--- config.mk ---
export PLATFORM = sky130hd
export DESIGN_NAME = imem_loader
export DESIGN_NICKNAME = d
export VERILOG_FILES = /design/src/rtl/loader_pkg.sv /design/src/rtl/word_packer.sv /design/src/rtl/imem_loader.sv
export SDC_FILE = /design/constraint.sdc
export NUM_CORES = 1
export LEC_CHECK = 0
export CORE_MARGIN = 4
export CORE_UTILIZATION = 50
export DETAILED_ROUTE_END_ITERATION = 10
export PLACE_DENSITY = 0.78
export SETUP_SLACK_MARGIN = 0.05
export SLEW_MARGIN = 20
export SYNTH_ARGS = -nofsm -noshare
export SYNTH_HDL_FRONTEND = slang
export SYNTH_SLANG_ARGS = --single-unit
--- constraint.sdc ---
create_clock -name clk -period 2.4 [get_ports clk]
set_input_delay 0.48 -clock clk [delete_from_list [all_inputs] [get_ports clk]]
set_output_delay 0.48 -clock clk [all_outputs]
set_load 0.02 [all_outputs]
--- src/rtl/loader_pkg.sv ---
// loader_pkg: shared types and constants for the instruction-memory loader
package loader_pkg;
  typedef enum logic [2:0] {IDLE, RECV, WRITE, DONE, ERR} state_t;
  localparam int LANES = 4;
  localparam int DEF_TIMEOUT = 1024;
endpackage

--- src/rtl/word_packer.sv ---
// word_packer: packs a byte stream little-endian into 32-bit words
module word_packer
  import loader_pkg::*;
(
  input  logic        clk,
  input  logic        rst,
  input  logic        strobe,
  input  logic        clear,
  input  logic [7:0]  byte_data,
  output logic [31:0] word,
  output logic        word_full
);
  localparam int IW = $clog2(LANES);
  logic [IW-1:0] byte_idx;
  // word_full flags the strobe that fills the last lane
  assign word_full = strobe && (byte_idx == IW'(LANES - 1));
  // each strobe drops the byte into the next lane; the index wraps after the last lane
  always_ff @(posedge clk or negedge rst) begin
    if (!rst) begin
      byte_idx <= '0;
      word     <= '0;
    end else if (clear) begin
      byte_idx <= '0;
      word     <= '0;
    end else if (strobe) begin
      word[{byte_idx, 3'b000} +: 8] <= byte_data;
      byte_idx <= byte_idx + IW'(1);
    end
  end
endmodule

--- src/rtl/imem_loader.sv ---
// imem_loader: streams bytes into instruction RAM and holds the core in reset until loaded
module imem_loader
  import loader_pkg::*;
#(
  parameter int ADDR_W  = 5,
  parameter int TIMEOUT = DEF_TIMEOUT
) (
  input  logic              clk,
  input  logic              rst,
  input  logic              start,
  input  logic [ADDR_W:0]   len,
  input  logic              byte_valid,
  input  logic [7:0]        byte_data,
  output logic              byte_ready,
  output logic              mem_we,
  output logic [ADDR_W-1:0] mem_addr,
  output logic [31:0]       mem_wdata,
  output logic              core_run,
  output logic              busy,
  output logic              done,
  output logic              err
);
  localparam int DEPTH = 2 ** ADDR_W;
  localparam int LW    = ADDR_W + 1;
  localparam int TW    = $clog2(TIMEOUT + 1);
  state_t state, nxt;
  logic [LW-1:0] len_q;
  logic [TW-1:0] timer;
  logic accept, word_full, last, start_load, stalled;
  logic ready_d, we_d, busy_d, done_d, err_d;
  assign accept     = byte_valid && byte_ready;
  assign start_load = start && (state == IDLE || state == DONE || state == ERR);
  assign last       = {1'b0, mem_addr} == len_q - LW'(1);
  assign stalled    = !accept && timer == TW'(TIMEOUT - 1);
  word_packer u_packer (
    .clk       (clk),
    .rst       (rst),
    .strobe    (accept),
    .clear     (start_load),
    .byte_data (byte_data),
    .word      (mem_wdata),
    .word_full (word_full)
  );
  // state, word address, length and idle timer; mem_addr doubles as the word counter
  always_ff @(posedge clk or negedge rst) begin
    if (!rst) begin
      state    <= IDLE;
      len_q    <= '0;
      timer    <= '0;
      mem_addr <= '0;
    end else begin
      state <= nxt;
      if (start_load) begin
        len_q    <= len;
        timer    <= '0;
        mem_addr <= '0;
      end else begin
        if (state == RECV) timer <= accept ? '0 : timer + TW'(1);
        if (state == WRITE && !last) mem_addr <= mem_addr + ADDR_W'(1);
      end
    end
  end
  // next state: start is only honoured when no load is in progress
  always_comb begin
    nxt = state;
    case (state)
      IDLE, DONE, ERR: if (start) nxt = len > LW'(DEPTH) ? ERR : len == '0 ? DONE : RECV;
      RECV:            nxt = word_full ? WRITE : stalled ? ERR : RECV;
      WRITE:           nxt = last ? DONE : RECV;
      default:         nxt = IDLE;
    endcase
  end
  // output values for the state being entered, so the outputs themselves are registers
  always_comb begin
    ready_d = nxt == RECV;
    we_d    = nxt == WRITE;
    busy_d  = nxt == RECV || nxt == WRITE;
    done_d  = nxt == DONE;
    err_d   = nxt == ERR;
  end
  // registered handshake, write strobe and status flags
  always_ff @(posedge clk or negedge rst) begin
    if (!rst) begin
      byte_ready <= 1'b0;
      mem_we     <= 1'b0;
      busy       <= 1'b0;
      done       <= 1'b0;
      core_run   <= 1'b0;
      err        <= 1'b0;
    end else begin
      byte_ready <= ready_d;
      mem_we     <= we_d;
      busy       <= busy_d;
      done       <= done_d;
      core_run   <= done_d;
      err        <= err_d;
    end
  end
endmodule

# ---- After elaboration in Yosys (flattened, before gate mapping)
# Index checks and enable logic that the tools add are counted.
dict set report totals {
  out_inout_bits 43
  input_bits 18
  ff_bits 64
  wordCells 63
}
dict set report classes {
  eq_ne 11
  n_reduce_logical 16
  add_sub_neg 5
  muxes 17
  n_lt_le_gt_ge 1
  n_shift 2
}
# op count
set op_table {}
lappend op_table {{32-bit 2-to-1 mux} 2}
lappend op_table {{11-bit 2-to-1 mux} 3}
lappend op_table {{32-bit bitwise mux} 1}
lappend op_table {{8-bit by 7-bit variable shift with 32-bit output, first input constant} 1}
lappend op_table {{8-bit by 7-bit indexed part select with 32-bit output} 1}
lappend op_table {{3-bit by 2-bit == test with 1-bit output, second input constant} 4}
lappend op_table {{3-bit 2-to-1 mux} 4}
lappend op_table {{11-bit by 1-bit adder with 11-bit output, second input constant} 1}
lappend op_table {{11-bit by 10-bit == test with 1-bit output, second input constant} 1}
lappend op_table {{5-bit 2-to-1 mux} 2}
lappend op_table {{3-bit case mux with 3 select lines} 1}
lappend op_table {{2-bit 2-to-1 mux} 4}
lappend op_table {{5-bit negator with 7-bit output} 1}
lappend op_table {{3-bit by 1-bit == test with 1-bit output, second input constant} 2}
lappend op_table {{3-bit == test, second input constant} 2}
lappend op_table {{5-bit by 6-bit == test with 1-bit output} 1}
lappend op_table {{6-bit > comparator, second input constant} 1}
lappend op_table {{6-bit logical NOT} 1}
lappend op_table {{2-bit nonzero test} 3}
lappend op_table {{6-bit by 1-bit subtractor with 6-bit output, second input constant} 1}
lappend op_table {{5-bit by 1-bit adder with 5-bit output, second input constant} 1}
lappend op_table {{1-bit logical AND} 5}
lappend op_table {{3-bit logical NOT} 1}
lappend op_table {{1-bit logical OR} 3}
lappend op_table {{other kinds (4)} 5}

# ---- Logic depth before layout (Yosys ltp)
dict set report depth {
  word_depth 8
  ltp_mapped 7
  mapped_depth_nobuf 7
}

# ---- Cells and area by module
# A second synthesis with hierarchy kept.
dict set report unflattened {
  hier_cells 276
  hier_area_um2 3129.3
}
# mod seq_area_each_um2 cells_each area_per_inst_um2 n_inst
set modules_own_cells {}
lappend modules_own_cells {imem_loader 750.7 170 1670.4 1}
lappend modules_own_cells {word_packer 850.8 106 1458.9 1}

# ---- Worst setup path after synthesis
# Ideal clock, no wire load.
dict set report synth_timing {
  path_type {reg2reg}
  startpoint {register u_packer.byte_idx[0]}
  endpoint {register u_packer.word[24]}
  path_buffers 0
  t_required_ps 2334
  setup_ps 66
  path_stages_with_launch 6
  arrival_ps 1807
  path_slack_ps 527
  synth_period_minus_slack_ps 1873
  path_cell_list {dfrtp_1 -> clkinv_1 -> ha_1 -> or4_4 -> nor3b_4 -> a22o_1}
}
dict set report synth_via {
  elab_chain_cells 5
  word_cells_on_any_way 6
  cone_classes {add/sub (1); shift (2); mux (3)}
}
# element line
set synth_rtl {}
lappend synth_rtl {{start, declared} word_packer.sv:14} ;# logic [IW-1:0] byte_idx;
lappend synth_rtl {{start signal, assigned} word_packer.sv:27} ;# byte_idx <= byte_idx + IW'(1);
lappend synth_rtl {{5-bit negator with 7-bit output (*)} word_packer.sv:26} ;# word[{byte_idx, 3'b000} +: 8] <= byte_data;
lappend synth_rtl {{8-bit by 7-bit indexed part select with 32-bit output or 8-bit by 7-bit variable shift with 32-bit output (tied branches)} word_packer.sv:26}
lappend synth_rtl {{32-bit bitwise mux (*)} word_packer.sv:26}
lappend synth_rtl {{32-bit 2-to-1 mux (*)} word_packer.sv:25} ;# end else if (strobe) begin
lappend synth_rtl {{32-bit 2-to-1 mux (*)} word_packer.sv:22} ;# end else if (clear) begin
lappend synth_rtl {{end signal, assigned by index} word_packer.sv:26}
lappend synth_rtl {{end, declared} word_packer.sv:10} ;# output logic [31:0] word,
# Mark *: on every way between the ends. The rest lies on a longest branch, timed or not. The select of a mux whose other input is x is not followed.
# A chain may end at the register's enable or synchronous reset.

# ---- Final worst setup path
dict set report layout_timing {
  startpoint {register u_packer.byte_idx[0]}
  endpoint {register u_packer.word[28]}
}
# The elaborated chain is that of the path after synthesis.

==> results.py <==
metrics = {
    "cts": {
        "cts.repair.resized": 0,
        "cts_tree": "done",
        "cts_buffer_depth": 2,
        "h-tree-depth": 3,
        "post_cts_buffers": 0,
        "insertion_delay_ns": 0.34,
        "holdBufCountCts": 0,
        "root_buffer": "clkbuf_8",
        "clk_pin_slew_worst_paths_ns": 0.07,
        "cts_buffers": 9,
        "clock-sinks": 64,
    },
    "finish": {
        "num_antenna_cells": 0,
        "fin_nets": 388,
        "synthToLayoutAreaGrowth_pct": 31.0,
        "final_util_pct": 69.4,
        "final_cell_mix": "64 x dfrtp_1, 59 x clkdlybuf4s50_1, 40 x nand2_1",
        "drive_gt1_share_pct": 9.26,
        "final_common_cell": "dfrtp_1",
    },
    "critical_path": {
        "worst-path-max-fanout": 8,
        "rrSetupSlack_ns": 0.29,
        "endpoint_kind": "flip-flop",
        "cp.arrival_ns": 2.39,
        "timing.rr.end": "u_packer.word[28]$_DFFE_PN0P_",
        "crit_end": "u_packer.word[28]$_DFFE_PN0P_",
        "worstSetupPathType": "flip-flop to flip-flop",
        "cp_cell_sequence": "clkinv_1, ha_1, or4_4, nor3b_4, a22o_1",
        "timing.critical_path.required_ns": 2.68,
        "reg2reg_depth": 5,
        "cp-start-kind": "flip-flop",
        "cp_slowest_cell": "or4_4",
        "startpoint": "u_packer.byte_idx[0]$_DFFE_PN0P_",
        "r2r_start": "u_packer.byte_idx[0]$_DFFE_PN0P_",
        "cp_slowest_stage_delay_ns": 0.56,
    },
    "synth": {
        "synth_edf_count": 0,
        "synth_ff_type": "dfrtp_1",
        "ys_types": 51,
        "synth.yosys.seq_area_share_pct": 53.6,
        "postSynthAreaPerCell_um2": 10.2,
        "syn_nets": 319,
        "ys_seq_elements": 64,
        "async_flop_share_pct": 100,
        "netlist_instances": 294,
        "syn_area_mm2": 0.00299,
        "yosysWarnings": 0,
    },
    "grt": {
        "grt_max_degree": 41,
        "grt_pass1_vias": 2516,
        "grt_pass1_wl_um": 12400,
        "grt_usage_pct": 21.8,
        "grt_overflow": 0,
        "grt_antenna_before_repair": 0,
    },
    "timing": {
        "relSlewSlack_pct": 55.5,
        "rsz0062_at_grt": "no",
        "hold_viol_final": 0,
        "min_period_ns": 2.11,
        "timing.setup.tns_ns": 0,
        "fin_skew_ns": 0.00558,
        "slew_viol_final": 0,
        "fmax_mhz": 475,
        "tightest_slew_ns": 0.667,
        "setup_viol": 0,
        "period_share_pct": 87.8,
        "setup_ws_ns": 0.293,
        "hold_slack_ns": 0.161,
    },
    "floorplan": {
        "die_h_um": 85.3,
        "rows": 27,
        "core_mm2": 0.00564,
        "chipWidth_um": 85.3,
        "floorplan.initialDensity_pct": 53.0,
        "dieArea_mm2": 0.00728,
        "io-pin-count": 61,
    },
    "hold_path": {
        "worstHoldPathType": "input pin to asynchronous set/reset pin",
    },
    "detailed_routing": {
        "drt_iter0_markers": 219,
        "num_vias": 2540,
        "final_antenna_net_count": 0,
        "viasPerCell": 5.79,
        "firstDrtPassIters": 4,
        "drc": 0,
        "wire_per_inst_um": 17.0,
        "drt_wl_total_um": 7480,
    },
    "placement": {
        "place_hpwl_um": 5440,
        "dp_worst_setup_slack_ns": 0.217,
        "port_buffers": 60,
        "place_congestion": 0.883,
    },
    "power": {
        "finalPower_mw": 4.07,
        "irDropWorstVdd_mv": 0.555,
        "powerDensity_mw_per_mm2": 1040,
        "p_leak_nw": 1.78,
    },
    "flow_run": {
        "cap_violations": 0,
    },
    "status": {
        "status": "completed",
    },
}
cell usage after synthesis (2+ instances only):
cell | count | area, um2
xnor2_1 | 2 | 17.5
o31ai_1 | 3 | 22.5
a21oi_1 | 19 | 95.1
inv_1 | 7 | 26.3
clkbuf_1 | 7 | 26.3
a22oi_1 | 8 | 60.1
o21ai_1 | 8 | 40.0
o21ai_0 | 13 | 65.1
nand3b_1 | 2 | 15.0
nand2_1 | 40 | 150
nand3_1 | 10 | 50.1
nor3_1 | 4 | 20.0
a211oi_1 | 2 | 15.0
a22o_1 | 24 | 210
nor2_1 | 26 | 97.6
buf_2 | 2 | 10.0
nand2b_1 | 4 | 25.0
and3_1 | 3 | 18.8
mux2i_1 | 5 | 50.1
xor2_1 | 5 | 43.8
ha_1 | 7 | 87.6
dfrtp_1 | 64 | 1600
power breakdown:
| group | leakage [nW] | switching (mW) | total, mW | internal (mW) |
|---|---|---|---|---|
| registers | 0.868 | 0.217 | 1.51 | 1.29 |
| logic | 0.805 | 0.919 | 1.57 | 0.651 |
| clock network | 0.109 | 0.410 | 0.986 | 0.577 |
| total | 1.78 | 1.55 | 4.07 | 2.52 |
metal layers:
layer | GRT usage, % | share of wire [%]
met1 | 28.9 | 44
met2 | 35.2 | 49
met3 | 4.47 | 5.5
met4 | 8.63 | 1.6
met5 | 0 | 0
flip-flops by register name (all words and copies together) (netlist names):
name and flops:
err 1, done 1, u_packer.word 32, len_q 6
u_packer.byte_idx 2, busy 1, timer 11, state 3
mem_addr 5, byte_ready 1, mem_we 1
cell type report:
cell class | instances | area [um2]
Fill cell | 426 | 1730
Sequential cell | 64 | 1600
Multi-Input combinational cell | 211 | 1310
Timing Repair Buffer | 69 | 676
Clock buffer | 9 | 124
Tap cell | 72 | 90.1
Clock inverter | 6 | 83.8
Inverter | 8 | 30.0
stage by stage:
| step | area [um2] | instances |
|---|---|---|
| 2_1_floorplan | 2990 | 294 |
| 3_3_place_gp | 3710 | 424 |
| 6_report | 3910 | 439 |
| 4_1_cts | 3910 | 439 |
| 5_1_grt | 3910 | 439 |
| 3_5_place_dp | 3710 | 424 |
cell families (layout without fill, tap and decap cells):
group	count (synthesis)	count (layout)	synth area share, %
AND/OR/NAND/NOR	104	104	17.0
AO/OA/AOI/OAI	87	87	19.8
flip-flops	64	64	53.6
buffers and inverters	19	92	2.60
adder cells (fa/ha/maj)	7	7	2.93
XOR/XNOR	7	7	2.05
multiplexers	6	6	2.05
critical path: cells and delay by family (launching register included):
kind / cells / cell delay, ns
AO/OA/AOI/OAI: 1 / 0.19
adder cells (fa/ha/maj): 1 / 0.29
buffers and inverters: 1 / 0.17
flip-flops: 1 / 0.48
AND/OR/NAND/NOR: 2 / 0.91
how the worst min path moves through the flow:
stage / cells past startpoint / slack, ns / to
2_1_floorplan: 0 / 0.18 / busy$_DFF_PN0_
3_3_place_gp: 1 / 0.46 / timer[5]$_DFFE_PN0P_
3_5_place_dp: 1 / 0.47 / timer[5]$_DFFE_PN0P_
4_1_cts: 1 / 0.18 / mem_addr[4]$_DFFE_PN0P_
5_1_grt: 1 / 0.19 / len_q[4]$_DFFE_PN0P_
6_report: 1 / 0.16 / mem_addr[4]$_DFFE_PN0P_
No activity file was read; power rests on OpenSTA's default activity.
==> edit 1, RTL diff (same settings) <==
The parameter `ADDR_W` goes from 5 to 6.
--- a/src/rtl/imem_loader.sv
+++ b/src/rtl/imem_loader.sv
@@ -2,7 +2,7 @@
 module imem_loader
   import loader_pkg::*;
 #(
-  parameter int ADDR_W  = 5,
+  parameter int ADDR_W  = 6,
   parameter int TIMEOUT = DEF_TIMEOUT
 ) (
   input  logic              clk,
Ports: changed (resized len and mem_addr); port bits go from 61 to 63. No check against the original RTL was run, so the function may have changed too.
==> edit 1 against the unedited design <==
- sequential share of layout area is 0.26 points higher
- final cell count rose by 2.7%
- design area increased by 2.5%
- first-iteration DRC count down 57%
- die area rose by 2.6%
- sequential cell count grew 2
- power shrank 9.3%
- routed wire length rose by 0.71%
- worst setup slack got worse by 0.024 ns
- global-route usage about the same
- synthesized area up 2.8%
- critical path type unchanged
- largest power group is now registers
==> edit 1: results (changes against the unedited design) <==
| Metric | Value |
|---|---|
| Met2 Track Usage GR | `35.3% (+0.16 points)` |
| Top Family by Delay on Critical Path | `compound AO/OA/AOI/OAI gates` |
| Pleak | `1.82 nW (+2.4%)` |
| Number of global-route vias before repair | `2596 (+3.2%)` |
| Slowest cell on crit path | `a2111o_1` |
| Mux share of post-synthesis cell area | `1.63% (-0.42 points)` |
| Max FO, Critical Path | `7 (-1)` |
| Run status | `finished, final reports clean` |
| Arrival @ worst endpoint | `2.32 ns (-0.07 ns)` |
| Internal | `2.33 mW (-7.7%)` |
| Synth unique cells | `41 (-20%)` |
| Met3 usage | `5.32% (+0.86 points)` |
| Fill count | `458 (+7.5%)` |
| Post-synthesis compound-gate area fraction | `18.1% (-1.7 points)` |
| Pin count of the biggest net entering global routing | `30 (-27%)` |
| Gr usage total | `21.8% (-0.038 points)` |
| Xor and xnor fraction of the mapped netlist area | `2.57% (+0.51 points)` |
| Met1 WL | `3220 um (-1.2%)` |
| Layout Nets | `397 (+2.3%)` |
| Rel. slew slack | `42.4% (-13 points)` |
| Synth top cells by count | `dfrtp_1, nand2_1, nor2_1` |
| Post-Synth Adder-Cell Area | `2.85% (-0.081 points)` |
| Post-DP HPWL | `5520 um (+1.4%)` |
| First-pass GRT wire length | `12700 um (+1.9%)` |
| Area contributors post-synth | `dfrtp_1, a22o_1, nand2_1` |
| Met3 Wirelength | `414 um (+1.5%)` |
| R2R Path End | `busy$_DFF_PN0_` |
| Register area share after synthesis | `53.7% (+0.14 points)` |
| PortBufs | `62 (+3.3%)` |
| Skew final | `0.00986 ns (+0.00428 ns)` |
| Pre-CTS worst setup slack | `0.127 ns (-0.0900 ns)` |
| Non-Filler Instances | `451 (+2.7%)` |
| Reg2Reg Setup Slack | `0.27 ns (-0.02 ns)` |
| Wire length on met2 | `3740 um (+1.2%)` |
| Met1 GRT Util | `28.5% (-0.45 points)` |
| Via density per instance | `5.71 (-1.2%)` |
-- edit 1: power groups by stage --
stage / logic, mW / clock network (mW) / registers (mW)
floorplan: 0.731 / 0 / 1.56
global placement: 1.24 / 0 / 1.49
detailed placement: 1.28 / 0 / 1.49
CTS: 1.29 / 0.939 / 1.48
global route: 1.45 / 1.00 / 1.50
finish: 1.29 / 0.927 / 1.47
-- edit 1: final cells by class --
cell class,instances,area (um^2),share of cell area [%]
Sequential cell,66,1650,41.2
Multi-Input combinational cell,219,1360,33.9
Timing Repair Buffer,68,686,17.1
Clock buffer,11,141,3.53
Tap cell,75,93.8,2.34
Clock inverter,5,53.8,1.34
Inverter,7,26.3,0.655
-- edit 1: logic make-up after synthesis --
kind of cell	after synthesis
flip-flops	66
multiplexers	5
AND/OR/NAND/NOR	120
adder cells (fa/ha/maj)	7
XOR/XNOR	9
buffers and inverters	16
AO/OA/AOI/OAI	78
==> edit 2, RTL diff (config.mk and constraints unchanged) <==
Made on the original files. Encoding of `state_t`: now one-hot (5 bits for 5 states).
--- a/src/rtl/loader_pkg.sv
+++ b/src/rtl/loader_pkg.sv
@@ -1,6 +1,6 @@
 // loader_pkg: shared types and constants for the instruction-memory loader
 package loader_pkg;
-  typedef enum logic [2:0] {IDLE, RECV, WRITE, DONE, ERR} state_t;
+  typedef enum logic [4:0] {IDLE = 5'b00001, RECV = 5'b00010, WRITE = 5'b00100, DONE = 5'b01000, ERR = 5'b10000} state_t;
   localparam int LANES = 4;
   localparam int DEF_TIMEOUT = 1024;
 endpackage
Function: no difference found for any inputs over 10 cycles, from zero or initial values and one cycle with rst low; not proved beyond that.
==> edit 2 against the unedited design <==
- clock power is 7.5% lower
- design area grew 2.3%
- clock skew rose by 0.0022 ns
- worst setup slack better by 0.12 ns
- routed wire length is 5.7% lower
- synthesized area is 3.4% higher
- sequential power decreased by 3%
- power down 9.4%
- count of clock-buffer cells in the layout increased by 2
- sequential cell count rose by 2
- critical path type is now input port to flip-flop
- critical endpoint is now byte_ready$_DFF_PN0_
- highest routed layer unchanged
==> edit 2: results (changes against the unedited design) <==
| Metric | Value |
|---|---|
| Run status | `finished, final reports clean` |
| Met3 Wirelength | `231 um (-43%)` |
| FF-to-FF Start | `state[0]$_DFF_PN1_` |
| Layout cells sized above 1 | `11.7% (+2.5 points)` |
| Layout Nets | `378 (-2.6%)` |
| Met1 WL | `3230 um (-0.92%)` |
| Area contributors post-synth | `dfrtp_1, a22o_1, xor2_1` |
| Net Count, Synth | `306 (-4.1%)` |
| Rel. slew slack | `53.5% (-2.1 points)` |
| DRT iter0 DRCs | `92 (-58%)` |
| TritonRoute pass-1 iters | `5 (+1)` |
| Skew final | `0.00780 ns (+0.00222 ns)` |
| Register area share after synthesis | `53.5% (-0.098 points)` |
| Post-Synth Adder-Cell Area | `2.84% (-0.096 points)` |
| GPL Wtd Cong | `0.800 (-9.4%)` |
| Pin count of the biggest net entering global routing | `26 (-37%)` |
| Maximum vdd ir drop | `602 uV (+8.5%)` |
| Routed len/inst | `16.3 um (-4.3%)` |
| Number of global-route vias before repair | `2441 (-3.0%)` |
| Gr usage total | `20.3% (-1.5 points)` |
| Mux share of post-synthesis cell area | `2.31% (+0.26 points)` |
| Arrival @ worst endpoint | `2.19 ns (-0.20 ns)` |
| Internal | `2.34 mW (-7.4%)` |
| Post-synthesis compound-gate area fraction | `17.7% (-2.1 points)` |
| Synth top cells by count | `dfrtp_1, nand2_1, nor2_1` |
| Max FO, Critical Path | `3 (-5)` |
| Wire length on met2 | `3440 um (-6.8%)` |
| Pleak | `1.84 nW (+3.0%)` |
| First-pass GRT wire length | `11800 um (-5.3%)` |
## edit 2: cell count changes in the layout (fill, tap and decap cells not counted), sizes merged, moves of 3 or more
| cell | before | now |
|---|---|---|
| nand2 | 40 | 29 |
| o21ai | 21 | 11 |
| o211ai | 1 | 7 |
| buf | 10 | 13 |
| nand3 | 10 | 5 |
| and2 | 1 | 6 |
| a21oi | 19 | 6 |
| o2111ai | 1 | 4 |
| xor2 | 5 | 13 |
## edit 2: cell type report
cell class,instances,area (um^2)
fillers,495,1950
flip-flops and latches,66,1650
inverters,7,26.3
clock inverters,5,53.8
multi-input cells,197,1350
repair buffers,72,686
well taps,75,93.8
clock buffers,11,141
## edit 2: worst paths after layout
| path | endpoint | slack (ns) | cells past startpoint |
|---|---|---|---|
| worst max-delay path | byte_ready$_DFF_PN0_ | 0.41 | 6 |
| worst min-delay path | err$_DFF_PN0_ | 0.07 | 1 |
| worst max register to register | u_packer.word[0]$_DFFE_PN0P_ | 0.47 | 4 |
| worst min register to register | u_packer.word[30]$_DFFE_PN0P_ | 0.49 | 1 |
| max in group asynchronous | len_q[4]$_DFFE_PN0P_ | 1.66 | 2 |
| min in group clk | u_packer.word[30]$_DFFE_PN0P_ | 0.49 | 1 |
## edit 2: power groups by stage
stage                     combinational (mW)  sequential (mW)  clock [mW]
after floorplan                        0.764             1.53           0
after global placement                  1.29             1.47           0
after detailed placement                1.32             1.47           0
after CTS                               1.33             1.46       0.932
after global routing                    1.45             1.48       0.979
final                                   1.31             1.46       0.912
## edit 2: kinds of logic (layout without fill, tap and decap cells)
family / Yosys count / count (layout)
AND/OR/NAND/NOR: 95 / 95
flip-flops: 66 / 66
AO/OA/AOI/OAI: 72 / 72
adder cells (fa/ha/maj): 7 / 7
multiplexers: 7 / 7
XOR/XNOR: 16 / 16
buffers and inverters: 18 / 95
## edit 2: stage by stage
stage	util [%]	worst slack, ns	hold WS [ns]	area (um^2)	instances
3_5_place_dp	63.9	0.0583	0.444	3810	417
2_1_floorplan	-	0.572	0.184	3090	281
5_1_grt	67.2	0.333	0.0871	4000	433
3_3_place_gp	63.9	0.0989	0.434	3810	417
6_report	67.2	0.413	0.0672	4000	433
4_1_cts	67.2	0.403	0.0682	4000	433
## edit 2: per-layer routing
layer / global-route usage (%) / up-vias
li1: - / 1156
met1: 27.1 / 1202
met2: 32.4 / 50
met3: 3.52 / 16
met4: 9.35 / 0
met5: 0 / -
